File: src/rtl/ahb_gpio_seq.sv
// AHB-Lite GPIO pattern sequencer: queued SZ-bit patterns are played on SEQ_OUT, each held PRESC+1 cycles.
// Optional macro AHB_GPIO_SEQ_LOOP_EN implements CTRL.LOOP (popped patterns recirculate to the FIFO tail).
module ahb_gpio_seq #(
   parameter int SZ    = 8,
   parameter int DEPTH = 8
) (
   input  logic          HCLK,
   input  logic          HRESETn,
   input  logic          HSEL,
   input  logic [31:0]   HADDR,
   input  logic [1:0]    HTRANS,
   input  logic          HWRITE,
   input  logic [2:0]    HSIZE,
   input  logic [31:0]   HWDATA,
   input  logic          HREADY,
   output logic          HREADYOUT,
   output logic [31:0]   HRDATA,
   output logic [SZ-1:0] SEQ_OUT,
   output logic [SZ-1:0] SEQ_OE,
   output logic          IRQ
);
   localparam int AW = $clog2(DEPTH);
   localparam int LW = AW + 1;

   // state | meaning
   // IDLE  | waiting for EN with a non-empty FIFO
   // RUN   | holding SEQ_OUT while CNT counts PRESC down to 0
   typedef enum logic {ST_IDLE = 1'b0, ST_RUN = 1'b1} state_t;

   state_t        state_q, state_d;
   logic          dp_valid_q, dp_valid_d;
   logic          dp_write_q, dp_write_d;
   logic [7:0]    dp_addr_q, dp_addr_d;
   logic          en_q, en_d;
   logic [15:0]   presc_q, presc_d;
   logic [15:0]   cnt_q, cnt_d;
   logic [SZ-1:0] oe_q, oe_d;
   logic [2:0]    im_q, im_d;
   logic [2:0]    ris_q, ris_d;
   logic [SZ-1:0] seq_out_q, seq_out_d;
   logic [AW-1:0] wr_ptr_q, wr_ptr_d;
   logic [AW-1:0] rd_ptr_q, rd_ptr_d;
   logic [LW-1:0] level_q, level_d;
   logic [SZ-1:0] mem_q [DEPTH];
   logic          mem_we;
   logic [SZ-1:0] mem_wdata;
   logic          wr_en, wr_ctrl, wr_presc, wr_data, wr_oe, wr_im, wr_ris, clr;
   logic          fifo_empty, fifo_full, loop_en, pop, recirc, push_ok;
   logic          set_done, set_empty, set_ovf;
   logic          unused_ok;

   always_comb begin
      dp_valid_d = dp_valid_q;
      dp_write_d = dp_write_q;
      dp_addr_d  = dp_addr_q;
      if (HREADY) begin
         dp_valid_d = HSEL & HTRANS[1];
         dp_write_d = HWRITE;
         dp_addr_d  = HADDR[7:0];
      end
   end

   assign wr_en    = dp_valid_q & dp_write_q & HREADY;
   assign wr_ctrl  = wr_en & (dp_addr_q == 8'h00);
   assign wr_presc = wr_en & (dp_addr_q == 8'h04);
   assign wr_data  = wr_en & (dp_addr_q == 8'h08);
   assign wr_oe    = wr_en & (dp_addr_q == 8'h10);
   assign wr_im    = wr_en & (dp_addr_q == 8'h14);
   assign wr_ris   = wr_en & (dp_addr_q == 8'h18);
   assign clr      = wr_ctrl & HWDATA[2];

   assign fifo_empty = (level_q == '0);
   assign fifo_full  = (level_q == LW'(DEPTH));

`ifdef AHB_GPIO_SEQ_LOOP_EN
   logic loop_q, loop_d;
   always_comb begin
      loop_d = loop_q;
      if (wr_ctrl) loop_d = HWDATA[1];
   end
   always_ff @(posedge HCLK or negedge HRESETn) begin
      if (!HRESETn) loop_q <= 1'b0;
      else          loop_q <= loop_d;
   end
   assign loop_en = loop_q;
`else
   assign loop_en = 1'b0;
`endif

   always_comb begin
      state_d  = state_q;
      cnt_d    = cnt_q;
      pop      = 1'b0;
      set_done = 1'b0;
      case (state_q)
         ST_IDLE: begin
            if (en_q && !fifo_empty) begin
               pop     = 1'b1;
               cnt_d   = presc_q;
               state_d = ST_RUN;
            end
         end
         ST_RUN: begin
            if (!en_q) begin
               state_d = ST_IDLE;
            end else if (cnt_q != '0) begin
               cnt_d = cnt_q - 16'd1;
            end else if (!fifo_empty) begin
               pop   = 1'b1;
               cnt_d = presc_q;
            end else begin
               state_d  = ST_IDLE;
               set_done = ~loop_en;
            end
         end
         default: state_d = ST_IDLE;
      endcase
      if (clr) begin
         pop     = 1'b0;
         state_d = ST_IDLE;
      end
   end

   // A recirculating pop owns the single write port, so a coincident DATA write is dropped as an overflow.
   always_comb begin
      recirc    = pop & loop_en;
      push_ok   = wr_data & ~recirc & (~fifo_full | pop);
      set_ovf   = wr_data & ~push_ok;
      mem_we    = recirc | push_ok;
      mem_wdata = recirc ? mem_q[rd_ptr_q] : HWDATA[SZ-1:0];
      wr_ptr_d  = wr_ptr_q + AW'(mem_we);
      rd_ptr_d  = rd_ptr_q + AW'(pop);
      level_d   = level_q + LW'(push_ok) - LW'(pop & ~recirc);
      seq_out_d = pop ? mem_q[rd_ptr_q] : seq_out_q;
      set_empty = pop & ~recirc & (level_d == '0);
      if (clr) begin
         wr_ptr_d = '0;
         rd_ptr_d = '0;
         level_d  = '0;
         mem_we   = 1'b0;
      end
   end

   always_comb begin
      en_d    = en_q;
      presc_d = presc_q;
      oe_d    = oe_q;
      im_d    = im_q;
      if (wr_ctrl)  en_d    = HWDATA[0];
      if (wr_presc) presc_d = HWDATA[15:0];
      if (wr_oe)    oe_d    = HWDATA[SZ-1:0];
      if (wr_im)    im_d    = HWDATA[2:0];
      ris_d = (ris_q & ~(wr_ris ? HWDATA[2:0] : 3'b000)) | {set_ovf, set_empty, set_done};
   end

   always_ff @(posedge HCLK or negedge HRESETn) begin
      if (!HRESETn) begin
         state_q    <= ST_IDLE;
         dp_valid_q <= 1'b0;
         dp_write_q <= 1'b0;
         dp_addr_q  <= '0;
         en_q       <= 1'b0;
         presc_q    <= '0;
         cnt_q      <= '0;
         oe_q       <= '0;
         im_q       <= '0;
         ris_q      <= '0;
         seq_out_q  <= '0;
         wr_ptr_q   <= '0;
         rd_ptr_q   <= '0;
         level_q    <= '0;
      end else begin
         state_q    <= state_d;
         dp_valid_q <= dp_valid_d;
         dp_write_q <= dp_write_d;
         dp_addr_q  <= dp_addr_d;
         en_q       <= en_d;
         presc_q    <= presc_d;
         cnt_q      <= cnt_d;
         oe_q       <= oe_d;
         im_q       <= im_d;
         ris_q      <= ris_d;
         seq_out_q  <= seq_out_d;
         wr_ptr_q   <= wr_ptr_d;
         rd_ptr_q   <= rd_ptr_d;
         level_q    <= level_d;
      end
   end

   always_ff @(posedge HCLK) begin
      if (mem_we) mem_q[wr_ptr_q] <= mem_wdata;
   end

   always_comb begin
      HRDATA = '0;
      if (dp_valid_q && !dp_write_q) begin
         case (dp_addr_q)
            8'h00: begin
               HRDATA[0] = en_q;
               HRDATA[1] = loop_en;
            end
            8'h04: HRDATA[15:0] = presc_q;
            8'h08: HRDATA = '0;
            8'h0C: begin
               HRDATA[4:0] = 5'(level_q);
               HRDATA[8]   = fifo_full;
               HRDATA[9]   = fifo_empty;
               HRDATA[10]  = (state_q == ST_RUN);
            end
            8'h10: HRDATA[SZ-1:0] = oe_q;
            8'h14: HRDATA[2:0] = im_q;
            8'h18: HRDATA[2:0] = ris_q;
            default: HRDATA = 32'hDEAD_BEEF;
         endcase
      end
   end

   assign HREADYOUT = 1'b1;
   assign SEQ_OUT   = seq_out_q;
   assign SEQ_OE    = oe_q;
   assign IRQ       = |(ris_q & im_q);
   assign unused_ok = &{1'b0, HSIZE, HADDR[31:8], HWDATA};
endmodule

File: config.mk
export PLATFORM = sky130hd
export DESIGN_NAME = ahb_gpio_seq
export DESIGN_NICKNAME = d
export VERILOG_FILES = /design/src/rtl/ahb_gpio_seq.sv
export SDC_FILE = /design/constraint.sdc
export NUM_CORES = 1
export LEC_CHECK = 0
export ABC_CLOCK_PERIOD_IN_PS = 3900
export CAP_MARGIN = 15
export CORE_MARGIN = 4
export CORE_UTILIZATION = 45
export CTS_CLUSTER_SIZE = 28
export DETAILED_ROUTE_END_ITERATION = 10
export PLACE_DENSITY = 0.76
export SYNTH_ARGS = -nofsm -noshare
export SYNTH_HDL_FRONTEND = slang
export SYNTH_SLANG_ARGS = --single-unit
File: constraint.sdc
create_clock -name HCLK -period 3.9 [get_ports HCLK]
set_input_delay 0.585 -clock HCLK [delete_from_list [all_inputs] [get_ports HCLK]]
set_output_delay 0.585 -clock HCLK [all_outputs]
set_load 0.01 [all_outputs]
Word level (Yosys, flattened, before mapping)
Memory sizes are Yosys's and may differ from the RTL's. A register that Yosys moved wholly into a read port is not among the register bits. Index checks and enable logic that the tools add are counted.

Muxes and demuxes: 34. Equal/unequal tests: 10. Reductions and logical operators: 17. Add/subtract/negate cells: 5. Bitwise logic cells: 21.

Operators with widths (count): $mux 16 (5); $mux 32 (1); $pmux 16 s2 (1); $eq 8x5->1 const B (3); $pmux 3 s3 (2); $eq 8x4->1 const B (2); $reduce_bool 16->1 (1); $sub 16x1->16 const B (1); $mux 1 (15); $pmux 2 s7 (1); $and 1x1->1 (13); $pmux 5 s2 (1); $reduce_or 5->1 (2); $mux 3 (3); $eq 8x3->1 const B (1); $logic_not 4->1 (2); $logic_not 8->1 (1); $pmux 2 s4 (1); $reduce_or 7->1 (1); $add 3x1->3 (2); $and 3x3->3 (2); $pmux 1 s6 (1); $reduce_or 6->1 (1); $add 4x1->4 (1); other kinds (17) (23).

Output and inout port bits: 50. Logic and storage cells: 101. Memories: 1. Flip-flop bits (word level): 68. Memory bits (writable): 64.

Memories: mem_q (depth 8, width 8, read ports 1, clocked after memory_dff 1, wr ports 1, line 44) `logic [SZ-1:0] mem_q [DEPTH];`.

Longest topological paths before layout
Gate-level depths: netlist of run 1.

Depth after elaboration: 13. Mapped depth: 14. Mapped depth without buffers: 13.

Least setup slack after synthesis of run 1
No wires, ideal clock.

Path kind: register -> register. Start point: register dp_addr_q[0]. End point: register ris_q[1]. Path slack: 835 ps. Data arrival time: 2944 ps. Stages on the path, launching flop included: 12. Path buffers: 0. Required time: 3779 ps. Path through: dfrtp_1 or4_1 nor4_1 nor3_1 or3_1 nand2_1 ha_1 inv_1 fa_1 xor2_1 and4b_1 a22o_1.

Word-level cells in the longest chain between the ends: 11.

RTL lines: start: declaration (line 33) `logic [7:0] dp_addr_q, dp_addr_d;`; start signal: assignment (line 176) `dp_addr_q <= dp_addr_d;`; $logic_not 8->1 (line 64) `assign wr_ctrl = wr_en & (dp_addr_q == 8'h00);`; $and 1x1->1 (line 64); $and 1x1->1 (line 70) `assign clr = wr_ctrl & HWDATA[2];`; $mux 1 (line 118) `if (clr) begin`; $or 1x1->1 (line 127) `push_ok = wr_data & ~recirc & (~fifo_full | pop);`; $and 1x1->1 (line 127); $add 4x1->4 (line 133) `level_d = level_q + LW'(push_ok) - LW'(pop & ~recirc);`; $sub 4x1->4 (line 133); $logic_not 4->1 (line 135) `set_empty = pop & ~recirc & (level_d == '0);`; $and 1x1->1 (line 135); $or 3x3->3 * (line 153) `ris_d = (ris_q & ~(wr_ris ? HWDATA[2:0] : 3'b000)) | {set_ovf, set_empty, set_done};`; net ris_d[1] (line 39) `logic [2:0] ris_q, ris_d;`; end signal: assignment (line 182) `ris_q <= ris_d;`; end: declaration (line 39).

Mark *: on every way through the listed nets, which the timed path passes. The rest lies on a longest branch. A chain may end at the register's enable or synchronous reset.

Worst setup path in the final report of run 1
Start point: register dp_addr_q[0]. End point: output HRDATA[8].

Word-level cells in the longest chain between the ends: 4.

RTL lines: $eq 8x4->1, or another cell as far along (line 197) `case (dp_addr_q)`; $reduce_or 5->1 (no line); $pmux 3 s3 * (line 197); $mux 32 * (line 196) `if (dp_valid_q && !dp_write_q) begin`; end: declaration (line 17) `output logic [31:0] HRDATA,`.

Mark *: on every way between the ends. The rest lies on a longest branch, timed or not.

==> flow_summary.json, run 1 <==
{
  "run_status": "finished clean",
  "gp_congestion": 0.920,
  "grt_pass1_wl_um": 25700,
  "crit_path_max_fanout": 13,
  "finalHoldViolCount": 0,
  "htreeDepth": 4,
  "p_total_mw": 4.29,
  "cts_resized": 0,
  "viasPerCell": 5.91,
  "pwr_density_cell_nw_per_um2": 525,
  "maxSlewViolCount": 0,
  "hpwlAfterDp_um": 10900,
  "critPathKind": "reg2out",
  "post-route-min-period_ns": 3.66,
  "synth_top_area_cell": "edfxtp_1",
  "dp_worst_setup_slack_ns": 0.311,
  "cts_buffers": 17,
  "die_area_um2": 16800,
  "portBuffers": 73,
  "post_drt_wl_per_cell_um": 20.2,
  "fin_ws_ns": 0.238,
  "io_pins": 124,
  "relSlewSlack_pct": 33.5,
  "rsz0062_at_grt": "false",
  "utilization_pct": 56.2,
  "synth_top_area_share_pct": 28.8,
  "n_fill_cell": 1181,
  "yosys_warnings": 0,
  "clk_pin_slew_ns": 0.06,
  "cts.sinks": 140,
  "drtAntennaViolNets": 0,
  "cap_violations": 0,
  "layout-drive-gt1-share_pct": 17.7,
  "irDropWorstVdd_v": 0.000358,
  "post-place-cells": 766,
  "hp-class": "in2async",
  "worst_slew_pin_slew_ns": 0.998,
  "wirelength_um": 16100,
  "dr.pass1.iters": 5,
  "drc_errors": 0,
  "fmax_mhz": 273,
  "synth_seq_cells": 140,
  "synthCells": 530,
  "synth_area_per_cell_um2": 12.6,
  "stdcell_count": 799,
  "finClkSkew_ns": 0.00829,
  "cp.arrival_ns": 3.08,
  "leakage_nw": 3.20,
  "timing.setup.tns_ns": 0,
  "coreArea_um2": 14500,
  "synthFlopType": "dfrtp_1",
  "diodes": 0,
  "start_util_pct": 45.9,
  "postCtsSetupBuffers": 0,
  "clockRootBuffer": "clkbuf_16",
  "endpoint_kind": "primary output",
  "holdBufCountCts": 0,
  "cp.required_ns": 3.31,
  "fp.dieH_um": 130,
  "start_kind": "flip-flop",
  "synth_seq_area_share_pct": 57.4,
  "grt_max_degree": 77,
  "synth_area_um2": 6670,
  "vias": 4722,
  "timing.final.crit_share_pct": 93.9,
  "setup_viol": 0,
  "die_w_um": 130,
  "wl_met1_um": 6770,
  "dr_wl_met3_um": 1060,
  "antenna_found_initial": 0,
  "topRoutingLayerUsed": "met4",
  "track_usage_pct": 19.7,
  "area_growth_pct": 22.5,
  "grt_pass1_vias": 4843,
  "dr_wl_met2_um": 8070,
  "cts_tree": "built",
  "nets": 688,
  "drt_iter0_drc": 473,
  "async_reset_ff_share_pct": 54.3,
  "ys_types": 61,
  "overflow": 0,
  "clock_latency_ns": 0.42,
  "cts_buffer_depth": 2,
  "synthTopCellsByArea": "edfxtp_1, dfrtp_1, mux4_2",
  "row_count": 44,
  "synth_edf_count": 64
}
## synthesized netlist by cell type, types with 6 or more instances
cell      count
edfxtp_1     64
clkbuf_1     19
ha_1         11
o21ai_1      10
o21ai_0      10
mux2_1       10
nand3_1      13
nand2_1      29
nor2b_1       7
a21oi_1      29
nor3_1       16
nor4_1       14
a22o_1        6
mux2i_1       9
buf_4        16
nor2_1       38
inv_1        13
a221oi_1      6
mux2_2       26
mux4_2       17
dfrtp_1      76
## path summary, 6_finish.rpt
path,to,cells after the start,slack [ns],start
hold / removal,SEQ_OUT[4],1,0.31,HRESETn
setup / recovery,HRDATA[8],6,0.24,dp_addr_q[0]
max in group asynchronous,level_q[3],1,2.91,HRESETn
min in group HCLK,dp_addr_q[0],1,0.50,dp_addr_q[0]
hold reg to reg,dp_addr_q[0],1,0.50,dp_addr_q[0]
setup reg to reg,ris_q[1],11,0.60,dp_addr_q[0]
## per-stage QoR
step / hold WS [ns] / area, um^2
finish: 0.314 / 8160
global route: 0.399 / 8160
CTS: 0.353 / 8130
detailed placement: 0.492 / 7550
global placement: 0.482 / 7550
floorplan: 0.289 / 6680
## per-layer routing
layer  vias to the layer above  track usage [%]
met5                         -                0
met4                         0             5.26
met3                        25             5.40
met2                       187             32.7
met1                      2387             25.9
li1                       2123                -
## flip-flops by register name (all words and copies together) (netlist names), 3 cells and up
register / cells
cnt_q: 16
ris_q: 3
SEQ_OUT: 8
level_q: 4
SEQ_OE: 8
im_q: 3
mem_q: 64
wr_ptr_q: 3
rd_ptr_q: 3
presc_q: 16
dp_addr_q: 8
## worst max-delay path, stage by stage (launching register included)
cell	delay [ns]
dfrtp_1	0.37
or4_1	0.65
nor2_2	0.14
and2_1	0.51
a22oi_1	0.18
nor3_1	0.22
clkdlybuf4s50_1	0.59
## cell type report
class,count,area [um^2],area share (%)
inverter,13,48.8,0.598
timing repair buffer,95,913,11.2
sequential,140,3820,46.8
clock buffer,20,447,5.47
multi-input combinational,335,2560,31.4
clock inverter,12,138,1.69
tap,184,230,2.82
## where the power goes
group | total (mW) | switching [mW] | internal, mW
logic | 0.895 | 0.435 | 0.460
registers | 1.80 | 0.160 | 1.64
clock network | 1.59 | 0.628 | 0.962
total | 4.29 | 1.22 | 3.06
## cells in the final DEF, fill, tap and decap left out, types with 15 or more instances in the layout
master,instances
mux2_2,26
clkbuf_16,17
nor3_1,15
dfrtp_1,76
buf_4,22
clkdlybuf4s50_1,72
nand2_1,29
a21oi_1,29
nor2_1,38
edfxtp_1,64
mux4_2,17
## cells by family (layout without fill, tap and decap cells)
logic type | after synthesis | count (layout) | share of synthesized area (%)
other | 2 | 6 | 0.113
XOR/XNOR | 4 | 4 | 0.526
adder cells (fa/ha/maj) | 12 | 12 | 2.37
AND/OR/NAND/NOR | 159 | 159 | 12.6
flip-flops | 140 | 140 | 57.4
buffers and inverters | 59 | 140 | 4.66
multiplexers | 62 | 62 | 13.2
AO/OA/AOI/OAI | 92 | 92 | 9.18
Power figures use the tool's default switching activity.
==> inputs of run 2 (changes only) <==
--- a/config.mk
+++ b/config.mk
@@ -12,6 +12,7 @@
 export CTS_CLUSTER_SIZE = 28
 export DETAILED_ROUTE_END_ITERATION = 10
 export PLACE_DENSITY = 0.76
+export SLEW_MARGIN = 40
 export SYNTH_ARGS = -nofsm -noshare
 export SYNTH_HDL_FRONTEND = slang
 export SYNTH_SLANG_ARGS = --single-unit
==> run 2 against run 1 <==
  * Power grew 0.34%
  * Worst setup slack improved by 0.0063 ns
  * Routed wire length fell by 0.76%
  * Register-to-register slack is essentially flat
  * Cell count down 0.13%
  * Critical path type unchanged
==> flow_summary.json, run 2 (synthesized netlist as in run 1, its figures left out) <==
{
  "area_growth_pct": 22.4,
  "hpwlAfterDp_um": 10900,
  "pwr_density_cell_nw_per_um2": 527,
  "final_common_cell": "dfrtp_1",
  "viasPerCell": 5.82,
  "antenna_found_initial": 0,
  "timing.setup.tns_ns": 0,
  "r2r_start": "dp_addr_q[0]",
  "worst_hold_slack_ns": 0.165,
  "crit_path_max_incr_delay_ns": 0.65,
  "fin_ws_ns": 0.245,
  "row_count": 44,
  "cts_tree": "built",
  "coreArea_um2": 14500,
  "relSlewSlack_pct": 47.6,
  "grt_max_degree": 77,
  "slowest_stage": "or4_1",
  "io_pins": 124,
  "track_usage_pct": 19.6,
  "n_fill_cell": 1162,
  "gp_congestion": 0.920,
  "grt_pass1_wl_um": 25300,
  "post-route-min-period_ns": 3.66,
  "irDropWorstVdd_v": 0.000336,
  "cts_buffers": 17,
  "placed_cell_area_um2": 7560,
  "cp.arrival_ns": 3.07,
  "start_util_pct": 45.9,
  "drt_iter0_drc": 391,
  "dr.pass1.iters": 7,
  "finClkSkew_ns": 0.0111,
  "dp_worst_setup_slack_ns": 0.310,
  "grt_pass1_vias": 4893,
  "die_w_um": 130,
  "cap_violations": 0,
  "crit_family": "simple AND/OR/NAND/NOR gates",
  "timing.final.crit_share_pct": 93.7,
  "cp_num_buf_inv": 1,
  "post_drt_wl_per_cell_um": 20.0,
  "fp.dieH_um": 130,
  "start_kind": "flip-flop",
  "wirelength_um": 16000,
  "startpoint": "dp_addr_q[0]",
  "fmax_mhz": 274,
  "finalHoldViolCount": 0,
  "setup_viol": 0,
  "diodes": 0,
  "clk_pin_slew_ns": 0.06,
  "nets": 688,
  "clockRootBuffer": "clkbuf_16",
  "post-place-cells": 767,
  "postCtsSetupBuffers": 0,
  "hp-class": "in2async",
  "regMostFlops": "mem_q",
  "utilization_pct": 56.1,
  "overflow": 0,
  "cts_buffer_depth": 2,
  "endpoint_kind": "primary output",
  "drtAntennaViolNets": 0,
  "fin_area_um2": 8160,
  "vias": 4644,
  "layout-drive-gt1-share_pct": 17.8,
  "stdcell_count": 798,
  "portBuffers": 73,
  "cts.sinks": 140,
  "cp.required_ns": 3.31,
  "p_total_mw": 4.30,
  "largest_reg_flops": 64,
  "final_cell_mix": "dfrtp_1, clkdlybuf4s50_1, edfxtp_1, nor2_1",
  "reg2reg_to": "ris_q[1]",
  "rsz0062_at_grt": "false",
  "die_area_um2": 16800,
  "reg2regPathDepth": 11,
  "critPathKind": "reg2out",
  "drc_errors": 0,
  "leakage_nw": 3.21,
  "top_regs": "mem_q: 64 flops, cnt_q: 16 flops, presc_q: 16 flops",
  "clock_latency_ns": 0.41,
  "htreeDepth": 4,
  "maxSlewViolCount": 0,
  "run_status": "finished clean",
  "crit_path_max_fanout": 6,
  "crit_path_cell_trace": "or4_1 -> or2_2 -> nor3_4 -> a221oi_1 -> nor2_1 -> clkdlybuf4s50_1",
  "reg2reg_slack_ns": 0.60,
  "worst_slew_pin_slew_ns": 0.786
}
run 2: cell count changes in the layout (fill, tap and decap cells not counted), sizes merged:
cell,delta
clkinvlp,-2
clkinv,-1
clkbuf,+1
bufinv,+1
run 2: power by group:
part           switching (mW)  internal (mW)
logic                   0.409          0.439
clock network           0.613           1.02
registers               0.176           1.64
run 2: layout make-up:
| cell class | count | area (um^2) | area share (%) |
|---|---|---|---|
| Multi-Input combinational cell | 335 | 2560 | 31.4 |
| Sequential cell | 140 | 3820 | 46.9 |
| Clock buffer | 21 | 450 | 5.52 |
| Clock inverter | 10 | 141 | 1.73 |
| Timing Repair Buffer | 95 | 901 | 11.0 |
| Inverter | 13 | 48.8 | 0.598 |
| Tap cell | 184 | 230 | 2.82 |
run 2: layer usage:
metal | vias to the layer above | global-route usage (%) | share of wire (%)
met4 | 0 | 6.66 | 1.8
met3 | 29 | 5.44 | 5.5
li1 | 2121 | - | -
met5 | - | 0 | 0
met2 | 154 | 31.8 | 50
met1 | 2340 | 25.5 | 42
run 2: worst max path at each step:
stage | endpoint | cells past startpoint
5_1_grt | HRDATA[4] | 6
4_1_cts | HRDATA[4] | 6
3_3_place_gp | ris_q[1] | 12
6_report | HRDATA[5] | 6
2_1_floorplan | ris_q[1] | 11
3_5_place_dp | ris_q[1] | 12
run 2: timing repair:
action                                  in CTS  in global routing
gates resized for setup                      0                  1
endpoints found under the setup margin       0                  6
hold buffers                                 0                  0
run 2: worst register-to-register path: stages, from the launching register on:
cell and delay (ns):
dfrtp_1 0.37, or4_1 0.65, nor3_1 0.39, nand2_1 0.13
or3_1 0.39, nand2_1 0.08, ha_1 0.15, inv_1 0.05
fa_1 0.38, xor2_1 0.17, and4b_1 0.19, a22o_1 0.23
